===== config.mk =====
export PLATFORM = sky130hd
export DESIGN_NAME = i2s_frame_sequencer
export DESIGN_NICKNAME = d
export VERILOG_FILES = /design/src/rtl/i2s_pkg.sv /design/src/rtl/i2s_cfg_shadow.sv /design/src/rtl/i2s_frame_sequencer.sv
export SDC_FILE = /design/constraint.sdc
export NUM_CORES = 1
export LEC_CHECK = 0
export CAP_MARGIN = 0
export CORE_ASPECT_RATIO = 1.2
export CORE_MARGIN = 2
export CORE_UTILIZATION = 48
export CTS_CLUSTER_DIAMETER = 150
export DETAILED_ROUTE_END_ITERATION = 8
export PLACE_DENSITY = 0.8
export RECOVER_POWER = 50
export SLEW_MARGIN = 20
export SYNTH_ARGS = -nofsm -noshare
export SYNTH_HDL_FRONTEND = slang
export SYNTH_SLANG_ARGS = --single-unit

===== constraint.sdc =====
create_clock -name sck -period 1.7 [get_ports sck]
set_input_delay 0.425 -clock sck [delete_from_list [all_inputs] [get_ports sck]]
set_output_delay 0.425 -clock sck [all_outputs]
set_load 0.01 [all_outputs]

===== src/rtl/i2s_pkg.sv =====
// Shared encodings for the I2S frame sequencer: channel-select codes, FSM states, default slot width.
// Pure declarations; no timing or flow-control behaviour of its own.
package i2s_pkg;

    localparam int WIDTH_DEF = 24;

    localparam logic [1:0] CH_NONE = 2'b00;
    localparam logic [1:0] CH_C1   = 2'b01;
    localparam logic [1:0] CH_C2   = 2'b10;
    localparam logic [1:0] CH_SUM  = 2'b11;

    typedef enum logic [1:0] {
        IDLE  = 2'd0,
        RUN   = 2'd1,
        DRAIN = 2'd2
    } seq_state_t;

endpackage


===== src/rtl/i2s_cfg_shadow.sv =====
// Channel-select shadow: one-deep pending register, loads on the cycle after frame_start (or next cycle when idle).
// Backpressure: cfg_ready drops while a value is pending; optional I2S_SEQ_MUTE_EN adds a frame-aligned mute.
module i2s_cfg_shadow
    import i2s_pkg::*;
(
    input  logic       sck,
    input  logic       reset_n,
    input  logic       cfg_valid,
    input  logic [1:0] cfg_sel,
`ifdef I2S_SEQ_MUTE_EN
    input  logic       mute,
`endif
    input  logic       frame_start,
    input  logic       idle,
    output logic       cfg_ready,
    output logic [1:0] channel_sel
);

    logic       pending;
    logic [1:0] pend_sel;
    logic [1:0] held_sel;
    logic       accept;
    logic       load_pt;

    assign cfg_ready = ~pending;
    assign accept    = cfg_valid && ~pending;
    // An accept landing on a load point bypasses the pending register.
    assign load_pt   = frame_start || idle;

    always_ff @(posedge sck or negedge reset_n) begin
        if (!reset_n) begin
            pending  <= 1'b0;
            pend_sel <= CH_NONE;
            held_sel <= CH_NONE;
        end else if (load_pt) begin
            if (pending) begin
                held_sel <= pend_sel;
                pending  <= 1'b0;
            end else if (accept) begin
                held_sel <= cfg_sel;
            end
        end else if (accept) begin
            pending  <= 1'b1;
            pend_sel <= cfg_sel;
        end
    end

`ifdef I2S_SEQ_MUTE_EN
    logic mute_act;

    always_ff @(posedge sck or negedge reset_n) begin
        if (!reset_n) begin
            mute_act <= 1'b0;
        end else if (load_pt) begin
            mute_act <= mute;
        end
    end

    assign channel_sel = mute_act ? CH_NONE : held_sel;
`else
    assign channel_sel = held_sel;
`endif

endmodule


===== src/rtl/i2s_frame_sequencer.sv =====
// I2S frame sequencer: IDLE/RUN/DRAIN FSM, bit/slot/frame strobes registered, first strobes one cycle after enable.
// No backpressure on timing; config handshake via cfg_valid/cfg_ready. Optional mute port under I2S_SEQ_MUTE_EN.
module i2s_frame_sequencer
    import i2s_pkg::*;
#(
    parameter int WIDTH = WIDTH_DEF,
    parameter int DIV   = 4
) (
    input  logic       sck,
    input  logic       reset_n,
    input  logic       enable,
    input  logic       cfg_valid,
    input  logic [1:0] cfg_sel,
`ifdef I2S_SEQ_MUTE_EN
    input  logic       mute,
`endif
    output logic       cfg_ready,
    output logic       bit_strobe,
    output logic       ws_out,
    output logic       slot_start,
    output logic       frame_start,
    output logic [1:0] channel_sel,
    output logic       busy
);

    seq_state_t state;
    seq_state_t nxt_state;
    logic [3:0] div_cnt;
    logic [3:0] nxt_div;
    logic [4:0] bit_cnt;
    logic [4:0] nxt_bit;
    logic       nxt_ws;
    logic       last_div;
    logic       frame_end;
    logic       nxt_active;
    logic       nxt_bit0;

    assign last_div  = (div_cnt == 4'(DIV - 1));
    assign frame_end = ws_out && last_div && (bit_cnt == 5'(WIDTH - 1));

    always_comb begin
        nxt_state = state;
        nxt_div   = '0;
        nxt_bit   = '0;
        nxt_ws    = 1'b0;
        if (state == IDLE) begin
            if (enable) nxt_state = RUN;
        end else begin
            // Dropping enable only takes effect once the right slot has finished.
            if (!enable && frame_end) nxt_state = IDLE;
            else if (enable)          nxt_state = RUN;
            else                      nxt_state = DRAIN;

            if (nxt_state != IDLE) begin
                nxt_ws = ws_out;
                if (last_div) begin
                    if (bit_cnt == 5'(WIDTH - 1)) begin
                        nxt_ws = ~ws_out;
                    end else begin
                        nxt_bit = bit_cnt + 5'd1;
                    end
                end else begin
                    nxt_div = div_cnt + 4'd1;
                    nxt_bit = bit_cnt;
                end
            end
        end
    end

    assign nxt_active = (nxt_state != IDLE);
    assign nxt_bit0   = nxt_active && (nxt_div == 4'd0);

    always_ff @(posedge sck or negedge reset_n) begin
        if (!reset_n) begin
            state       <= IDLE;
            div_cnt     <= '0;
            bit_cnt     <= '0;
            ws_out      <= 1'b0;
            busy        <= 1'b0;
            bit_strobe  <= 1'b0;
            slot_start  <= 1'b0;
            frame_start <= 1'b0;
        end else begin
            state       <= nxt_state;
            div_cnt     <= nxt_div;
            bit_cnt     <= nxt_bit;
            ws_out      <= nxt_ws;
            busy        <= nxt_active;
            bit_strobe  <= nxt_bit0;
            slot_start  <= nxt_bit0 && (nxt_bit == 5'd0);
            frame_start <= nxt_bit0 && (nxt_bit == 5'd0) && !nxt_ws;
        end
    end

    i2s_cfg_shadow u_cfg_shadow (
        .sck         (sck),
        .reset_n     (reset_n),
        .cfg_valid   (cfg_valid),
        .cfg_sel     (cfg_sel),
`ifdef I2S_SEQ_MUTE_EN
        .mute        (mute),
`endif
        .frame_start (frame_start),
        .idle        (~busy),
        .cfg_ready   (cfg_ready),
        .channel_sel (channel_sel)
    );

endmodule


* Word-level counts from Yosys, hierarchy flattened
Index checks and enable logic that the tools add are counted.
** Word-level totals
- Bits in registers :: 21
- Input bits :: 6
- Output and inout bits :: 8
** Operators by class
- $add $sub $neg :: 2
- Equality and inequality tests :: 2
- Muxes and demuxes :: 20
- Bitwise logic cells :: 4
- Reductions and logical operators :: 19
** Operators by type and width (count)
- $mux 5 :: 4
- $mux 2 :: 7
- $mux 4 :: 3
- $reduce_bool 2->1 :: 4
- $logic_and 1x1->1 :: 7
- $mux 1 :: 6
- $add 5x1->5 const B :: 1
- $eq 5x5->1 const B :: 1
- $logic_not 5->1 :: 1
- $add 4x1->4 const B :: 1
- $eq 4x2->1 const B :: 1
- $logic_not 4->1 :: 1
- $not 1->1 :: 4
- $reduce_and 2->1 :: 2
- $logic_not 1->1 :: 2
- $logic_not 2->1 :: 1
- $logic_or 1x1->1 :: 1

* Logic depth before layout (Yosys ltp)
- Depth in word-level cells :: 13
- Gate-level depth with buffers :: 6

* Modules after synthesis
A second synthesis with hierarchy kept.
** Unflattened totals
- Cells, all modules :: 101
- Area total of the unflattened synthesis :: 1068.5 µm²
** Modules (own cells, without submodules)
- i2s_frame_sequencer :: times used 1, cells each 81, area an instance 820.8 µm², seq. area each 400.4 µm²
- i2s_cfg_shadow :: times used 1, cells each 20, area an instance 247.7 µm², seq. area each 125.1 µm²

* Worst setup path after synthesis
Ideal clock, no wire load.
- Path type :: reg-to-reg
- From :: register div_cnt[0]
- To :: register frame_start
- Library setup time :: 78 ps
- Arrival :: 1761 ps
- Data required time :: 1622 ps
- Slack :: -138 ps
- Cell stages (with the launch flop) :: 7
- Clock period less this slack :: 1838 ps
- Path through :: dfrtp_1 -> ha_1 -> nor3b_4 -> nand3_1 -> o21ai_0 -> or4b_1 -> a21oi_1
** Between the ends
- Word-level cells in the longest chain between the ends :: 13
- Elaborated cells between the ends (all ways) :: 25
- Classes of those cells :: add/sub: 1; eq/ne: 1; mux: 12; reduce/logical: 11
** Ends and longest elaborated chain
- start: declaration :: line i2s_frame_sequencer.sv:28 : logic [3:0] div_cnt;
- start signal: assignment :: line i2s_frame_sequencer.sv:85 : div_cnt <= nxt_div;
- $eq 4x2->1 :: line i2s_frame_sequencer.sv:38 : assign last_div = (div_cnt == 4'(DIV - 1));
- $logic_and 1x1->1 (2 in series) :: line i2s_frame_sequencer.sv:39 : assign frame_end = ws_out && last_div && (bit_cnt == 5'(WIDTH - 1));
- $logic_and 1x1->1 :: line i2s_frame_sequencer.sv:50 : if (!enable && frame_end) nxt_state = IDLE;
- $mux 2 :: line i2s_frame_sequencer.sv:50
- $mux 2 :: line i2s_frame_sequencer.sv:46 : if (state == IDLE) begin
- $reduce_bool 2->1 :: line i2s_frame_sequencer.sv:54 : if (nxt_state != IDLE) begin
- $mux 4 :: line i2s_frame_sequencer.sv:54
- $mux 4 :: line i2s_frame_sequencer.sv:46
- $logic_not 4->1 :: line i2s_frame_sequencer.sv:71 : assign nxt_bit0 = nxt_active && (nxt_div == 4'd0);
- $logic_and 1x1->1 :: line i2s_frame_sequencer.sv:71
- $logic_and 1x1->1 :: line i2s_frame_sequencer.sv:91 : frame_start <= nxt_bit0 && (nxt_bit == 5'd0) && !nxt_ws;
- $logic_and 1x1->1 * :: line i2s_frame_sequencer.sv:91
- end signal: assignment :: line i2s_frame_sequencer.sv:91
- end: declaration :: line i2s_frame_sequencer.sv:21 : output logic frame_start,
Mark *: on every way between the ends. The rest lies on a longest branch, timed or not. The select of a mux whose other input is x is not followed.
A chain may end at the register's enable or synchronous reset.

* Final worst setup path
Same ends and word-level chain as after synthesis.

==> impl_metrics.py <==
metrics = {
    "grt": {
        "grt_antenna_before_repair": 0,
        "grt_max_degree": 22,
        "grt_first_pass_wirelength_mm": 4.00,
        "remaining_overflow_grt": 0,
        "grt_pass1_vias": 960,
        "global_router_s_overall_resource_usage_pct": 21.4,
    },
    "detailed_routing": {
        "postRouteAntennaNets": 0,
        "highest_layer": "met4",
        "wl_met1_um": 887,
        "detail_route.first_pass.iterations": 4,
        "vias_per_cell": 5.54,
        "drt_iter0_markers": 37,
        "vias": 926,
        "wl_met3_um": 129,
        "routed-wl-met2_mm": 1.22,
        "wl_mm": 2.30,
        "wl_per_cell_um": 13.8,
        "drc_errors": 0,
    },
    "setup_path": {
        "worstPathCellList": "ha_4 -> nor3b_4 -> nand3_1 -> o21ai_2 -> or4b_1 -> a21oi_1",
        "delay_of_the_slowest_cell_on_the_worst_path_ns": 0.44,
        "crit_path_max_fanout": 5,
        "worst_r2r_startpoint": "div_cnt[0]",
        "critical_path.endpoint_type": "flip-flop",
        "crit_slowest_cell": "or4b_1",
        "worstSetupStartpointType": "flip-flop",
        "ff2ff_setup_slack_ns": -0.005,
        "critical_path_class": "reg2reg",
        "worst_ep_arrival_time_ns": 1.95,
        "worst_r2r_path_depth": 6,
        "cp_data_required_time_ns": 1.95,
        "worst_r2r_endpoint": "frame_start",
    },
    "layout": {
        "final_cells": 167,
        "nNetsFinal": 146,
        "drive_gt1_share_pct": 24.8,
        "fin_util_pct": 67.8,
        "layout-area-overhead-vs-synth_pct": 31.5,
        "sequential_cell_area_sq_um": 528,
        "fill_cells": 161,
        "n_antenna_cell": 0,
        "area_occupied_by_multi_input_gates_sq_um": 547,
    },
    "floorplan": {
        "start_util_pct": 51.5,
        "die-area_sq_um": 2620,
        "ioPinCount": 14,
        "die_height_um": 55.7,
        "core_sq_um": 2070,
        "std_cell_rows": 18,
        "die_w_um": 47.0,
    },
    "timing": {
        "timing_worst_slew_pin_value_ns": 0.501,
        "layout_worst_path_cycle_share_pct": 100,
        "fmaxAchievable_mhz": 586,
        "rsz0062_at_grt": "true",
        "timing.max_slew.rel_slack_pct": 66.6,
        "setup_viol": 1,
        "min_period_ns": 1.71,
        "hold_slack_ns": 0.532,
        "fin_ws_ns": -0.00523,
        "report.final.slew_viol_count": 0,
        "fin_skew_ns": 0.00152,
        "finalHoldViolations": 0,
    },
    "power_and_ir_drop": {
        "power_density_nw_per_um2": 1320,
        "power.share.sequential_pct": 40.9,
        "worst_ir_drop_vdd_mv": 0.979,
        "internal_power_mw": 1.23,
        "p_sw_uw": 625,
        "switching_share_pct": 33.7,
        "comb_power_share_pct": 46.1,
        "power.leakage_nw": 0.625,
        "power.share.clock_pct": 13.0,
    },
    "clock_tree": {
        "cts_sinks": 21,
        "cts_tree": "built",
        "clock_latency_ns": 0.31,
        "ctsRootBufferMaster": "clkbuf_4",
        "cts_htree_levels": 1,
        "number_of_cts_inserted_buffers": 3,
        "max_buffers_root_to_sink": 2,
        "worst_setup_hold_path_clk_slew_ns": 0.11,
    },
    "place": {
        "io_buffers": 13,
        "numPlacedInstances": 158,
        "gpl.final_weighted_congestion": 0.888,
        "detailed_place_hpwl_mm": 1.69,
    },
    "synthesis": {
        "ys_warn_count": 0,
        "synth_top_area_share_pct": 49.2,
        "synth_async_sr_flop_share_pct": 100,
        "mappedNetlistArea_sq_um": 1070,
        "seq_area_frac_synth_pct": 49.2,
        "synthCells": 106,
        "dominantRegCellSynth": "dfrtp_1",
        "netlist_top_cells_area": "dfrtp_1 49%, nor2_1 4.2%, a21oi_1 3.3%",
        "netlist.top_cell.by_area": "dfrtp_1",
        "synthTopCellsByCount": "21 x dfrtp_1, 12 x nor2_1, 7 x a21oi_1",
        "syn_nets": 114,
        "synth-seq-cells": 21,
        "count_of_unique_library_cells_instantiated_by_yosys": 33,
        "yosysMostFrequentCell": "dfrtp_1",
        "mean_cell_area_of_the_mapped_netlist_sq_um": 10.1,
        "synth-edff-count": 0,
    },
    "worst_hold_path": {
        "min_delay_path_depth": 2,
        "min_delay_worst_endpoint": "u_cfg_shadow.channel_sel[1]",
        "class_of_the_worst_hold_path": "reg2reg",
        "hold_path.startpoint": "u_cfg_shadow.pend_sel[1]",
    },
    "outcome": {
        "outcome": "finished, violations left",
        "failed_checks": "negative setup slack",
    },
    "job": {
        "cap_violations": 0,
    },
}
==> final cells by class <==
| type | instances | area share [%] |
|---|---|---|
| Timing Repair Buffer | 30 | 18.6 |
| Sequential cell | 21 | 37.6 |
| Inverter | 1 | 0.267 |
| Multi-Input combinational cell | 81 | 38.9 |
| Clock buffer | 4 | 1.87 |
| Tap cell | 30 | 2.67 |
==> sequential cells by signal (all words and copies together) (netlist names) <==
signal and cells:
div_cnt 4, frame_start 1, bit_cnt 5, u_cfg_shadow.pending 1, bit_strobe 1, state 2, u_cfg_shadow.pend_sel 2, busy 1
slot_start 1, u_cfg_shadow.channel_sel 2, ws_out 1
==> through the flow <==
stage,total power [mW],TNS (ns),cell area (sq um),setup slack [ns]
2_1_floorplan,1.21,-0.0466,1080,-0.0466
6_report,1.86,-0.00523,1400,-0.00523
4_1_cts,1.84,-0.0226,1380,-0.0226
3_5_place_dp,1.55,-0.0271,1330,-0.0271
3_3_place_gp,1.50,0,1330,0.0518
5_1_grt,1.98,-0.209,1400,-0.117
==> power groups by stage <==
stage / clock (mW) / sequential, mW / combinational [mW]
floorplan: 0 / 0.785 / 0.420
global placement: 0 / 0.759 / 0.744
detailed placement: 0 / 0.771 / 0.778
CTS: 0.251 / 0.755 / 0.837
global route: 0.266 / 0.772 / 0.947
finish: 0.241 / 0.759 / 0.855
==> timing repair <==
action | 4_1_cts | 5_1_grt
gates resized for setup | 1 | 7
pin swaps | 2 | 0
hold buffers | 0 | 0
setup endpoints to repair | 2 | 12
setup buffers | 4 | 1
endpoints found under the hold margin | 0 | 0
==> cell families (layout without fill, tap and decap cells) <==
logic type      Yosys count  in the layout  synth area share (%)
fa+ha+maj                 2              2                  2.34
buf+inv                   4             35                  1.52
simple gates             51             51                  28.6
flops                    21             21                  49.2
xor+xnor                  5              5                  4.10
compound gates           19             19                  10.2
mux                       4              4                  3.99
==> worst max-delay path: cells and delay by family, from the launching register on <==
family	cells	cell delay (ns)
and+or+nand+nor	3	0.84
adders and majority gates	1	0.17
AOI/OAI and AO/OA	2	0.23
DFF	1	0.40
==> metal layers <==
| layer | GRT usage [%] | vias up |
|---|---|---|
| li1 | - | 451 |
| met1 | 23.6 | 437 |
| met2 | 37.2 | 33 |
| met3 | 1.95 | 5 |
| met4 | 12.7 | 0 |
| met5 | 0 | - |
==> cell usage in the layout, fill, tap and decap left out, drive strengths merged, types with 2 or more instances in the layout <==
cell,count
or2,3
and3,4
nor2b,4
dfrtp,21
mux2,2
nand4b,2
a31oi,2
nor2,12
a21oi,7
nor3,5
clkdlybuf4s50,7
dlymetal6s2s,3
buf,16
dlygate4sd3,2
o21ai,6
nand2,6
xnor2,4
clkbuf,5
nand3,4
mux2i,2
a22oi,2
nand4,2
ha,2
==> how the worst max path moves through the flow <==
| stage | start | end | slack, ns | cells past startpoint |
|---|---|---|---|---|
| after floorplan | div_cnt[0] | frame_start | -0.05 | 6 |
| after global placement | div_cnt[2] | div_cnt[1] | 0.05 | 4 |
| after detailed placement | div_cnt[1] | frame_start | -0.03 | 6 |
| after CTS | div_cnt[0] | frame_start | -0.02 | 6 |
| after global routing | div_cnt[0] | frame_start | -0.12 | 6 |
| final | div_cnt[0] | frame_start | -0.005 | 6 |
No activity file was read; power rests on OpenSTA's default activity.
==> patch (same flow settings) <==
The option `I2S_SEQ_MUTE_EN` is turned on by a define.
--- a/src/rtl/i2s_cfg_shadow.sv
+++ b/src/rtl/i2s_cfg_shadow.sv
@@ -2,2 +2,4 @@
 // Backpressure: cfg_ready drops while a value is pending; optional I2S_SEQ_MUTE_EN adds a frame-aligned mute.
+`define I2S_SEQ_MUTE_EN
+
 module i2s_cfg_shadow
Interface: changed (added mute); port bits go from 14 to 15. The function was not compared with the original's and may differ.
==> patch against the original RTL <==
- clock power rose by 72%
- sequential cell count rose by 1
- synthesized area grew 6.0%
- count of clock-buffer cells in the layout is 1 lower
- first-iteration DRC count fell by 38%
- clock skew increased by 3.9 ps
- register-to-register slack gained 120 ps
- cell area is 5.9% higher
- maximum frequency rose by 1.6%
- wire length up 2.2%
- total power increased by 7.7%
- worst setup slack improved by 27 ps
- cell count is 1.8% higher
- critical path type is now register to output port
- synthesized cell count rose by 0.94%
==> patch: results (changes against the original RTL) <==
Outcome
* result of the run: completed, was finished, violations left

Cells and area
* Register Area: 551 µm², was 528 µm²
* final cell count without fillers: 170, was 167
* final net count: 149, was 146
* share of final-layout standard cells stronger than drive strength 1: 24.5%, was 24.8%

Clock tree
* insertion delay of the later-clocked pin in the worst-skew pair: 330 ps, was 310 ps

Yosys
* sequential area share after synthesis: 48.7%, was 49.2%
* number of standard cells after synthesis: 107, was 106
* Cell variety after synth: 41, was 33
* leading cell types by total area after synthesis: sky130_fd_sc_hd__dfrtp_1, sky130_fd_sc_hd__nor2_1, sky130_fd_sc_hd__nor2b_1, sky130_fd_sc_hd__a21oi_1, sky130_fd_sc_hd__nand2_1, was sky130_fd_sc_hd__dfrtp_1, sky130_fd_sc_hd__nor2_1, sky130_fd_sc_hd__a21oi_1, sky130_fd_sc_hd__xnor2_1, sky130_fd_sc_hd__o21ai_0
* syn_nets: 116, was 114

Global routing
* global routing usage summed across all routing layers: 18.8%, was 21.4%
* via count of the first global-routing pass: 900, was 960
* first-pass GRT wire length: 3990 µm, was 4000 µm
* largest net degree at the start of global routing: 23, was 22

Place
* post-placement cell area: 1380 µm², was 1330 µm²
* port bufs: 14, was 13
* cell count after placement: 160, was 158
* worst slack after detailed placement: 10.1 ps, was -27.1 ps
* routability congestion estimate from global placement: 0.845, was 0.888

Timing
* relative max-transition margin: 64.1%, was 66.6%
* clock skew after layout: 5.46 ps, was 1.52 ps
* total negative slack for setup checks: 0 ps, was -5.23 ps

Drt
* aggregate routed wire length: 2350 µm, was 2300 µm
* ratio of routed vias to standard cells: 5.39, was 5.54

Power and ir drop
* internal power contribution: 1.34 mW, was 1.23 mW
* leakage component of the power: 0.632 nW, was 0.625 nW

Worst setup path
* Worst path max stage delay: 540 ps, was 440 ps
* CP top delay family: buffers and inverters, was simple AND/OR/NAND/NOR gates
* arrival time of data at the critical path endpoint: 1250 ps, was 1950 ps

## patch: kinds of logic (layout without fill, tap and decap cells)
family                   Yosys count  in the layout  synth area share, %
AO/OA/AOI/OAI                     24             24                 13.8
XOR/XNOR                           6              6                 4.65
adder cells (fa/ha/maj)            2              2                 2.21
buffers and inverters              4             36                 1.55
flip-flops                        22             22                 48.7
multiplexers                       3              3                 2.88
AND/OR/NAND/NOR                   46             46                 26.2
## patch: final cells by class
cell class	instances	area share [%]
multi-input cells	81	39.1
flip-flops and latches	22	37.0
repair buffers	31	17.5
well taps	31	2.61
clock inverters	1	2.02
clock buffers	3	1.52
inverters	1	0.253
## patch: repair_timing
item | 4_1_cts | 5_1_grt
cloned | 0 | 0
gates resized for setup | 4 | 3
hold buffers | 0 | 0
buffers inserted | 2 | 4
endpoints found under the setup margin | 6 | 8
## patch: power by group through the flow
stage	combinational, mW	sequential (mW)	clock (mW)
global placement	0.726	0.781	0
global route	0.881	0.804	0.432
detailed placement	0.751	0.791	0
floorplan	0.410	0.799	0
finish	0.800	0.784	0.414
CTS	0.753	0.774	0.416
## patch: path summary, 6_finish.rpt
kind                                             to                      from  slack [ps]  cells past startpoint
max                                          ws_out                    ws_out          20                      1
min                        u_cfg_shadow.pend_sel[0]  u_cfg_shadow.pend_sel[0]         500                      1
max reg2reg                             frame_start                div_cnt[0]         110                      7
min reg2reg                u_cfg_shadow.pend_sel[0]  u_cfg_shadow.pend_sel[0]         500                      1
max in group asynchronous  u_cfg_shadow.pend_sel[1]                   reset_n         760                      2
min in group asynchronous                bit_cnt[4]                   reset_n         580                      2
## patch: layer usage
metal	share of wire, %	routed length (µm)	vias to the layer above	track usage, %
met5	0	0	-	0
met4	2.7	64	0	10.2
met3	3.0	70	7	1.83
met2	54	1270	20	32.5
met1	40	950	449	23.5
li1	-	-	440	-
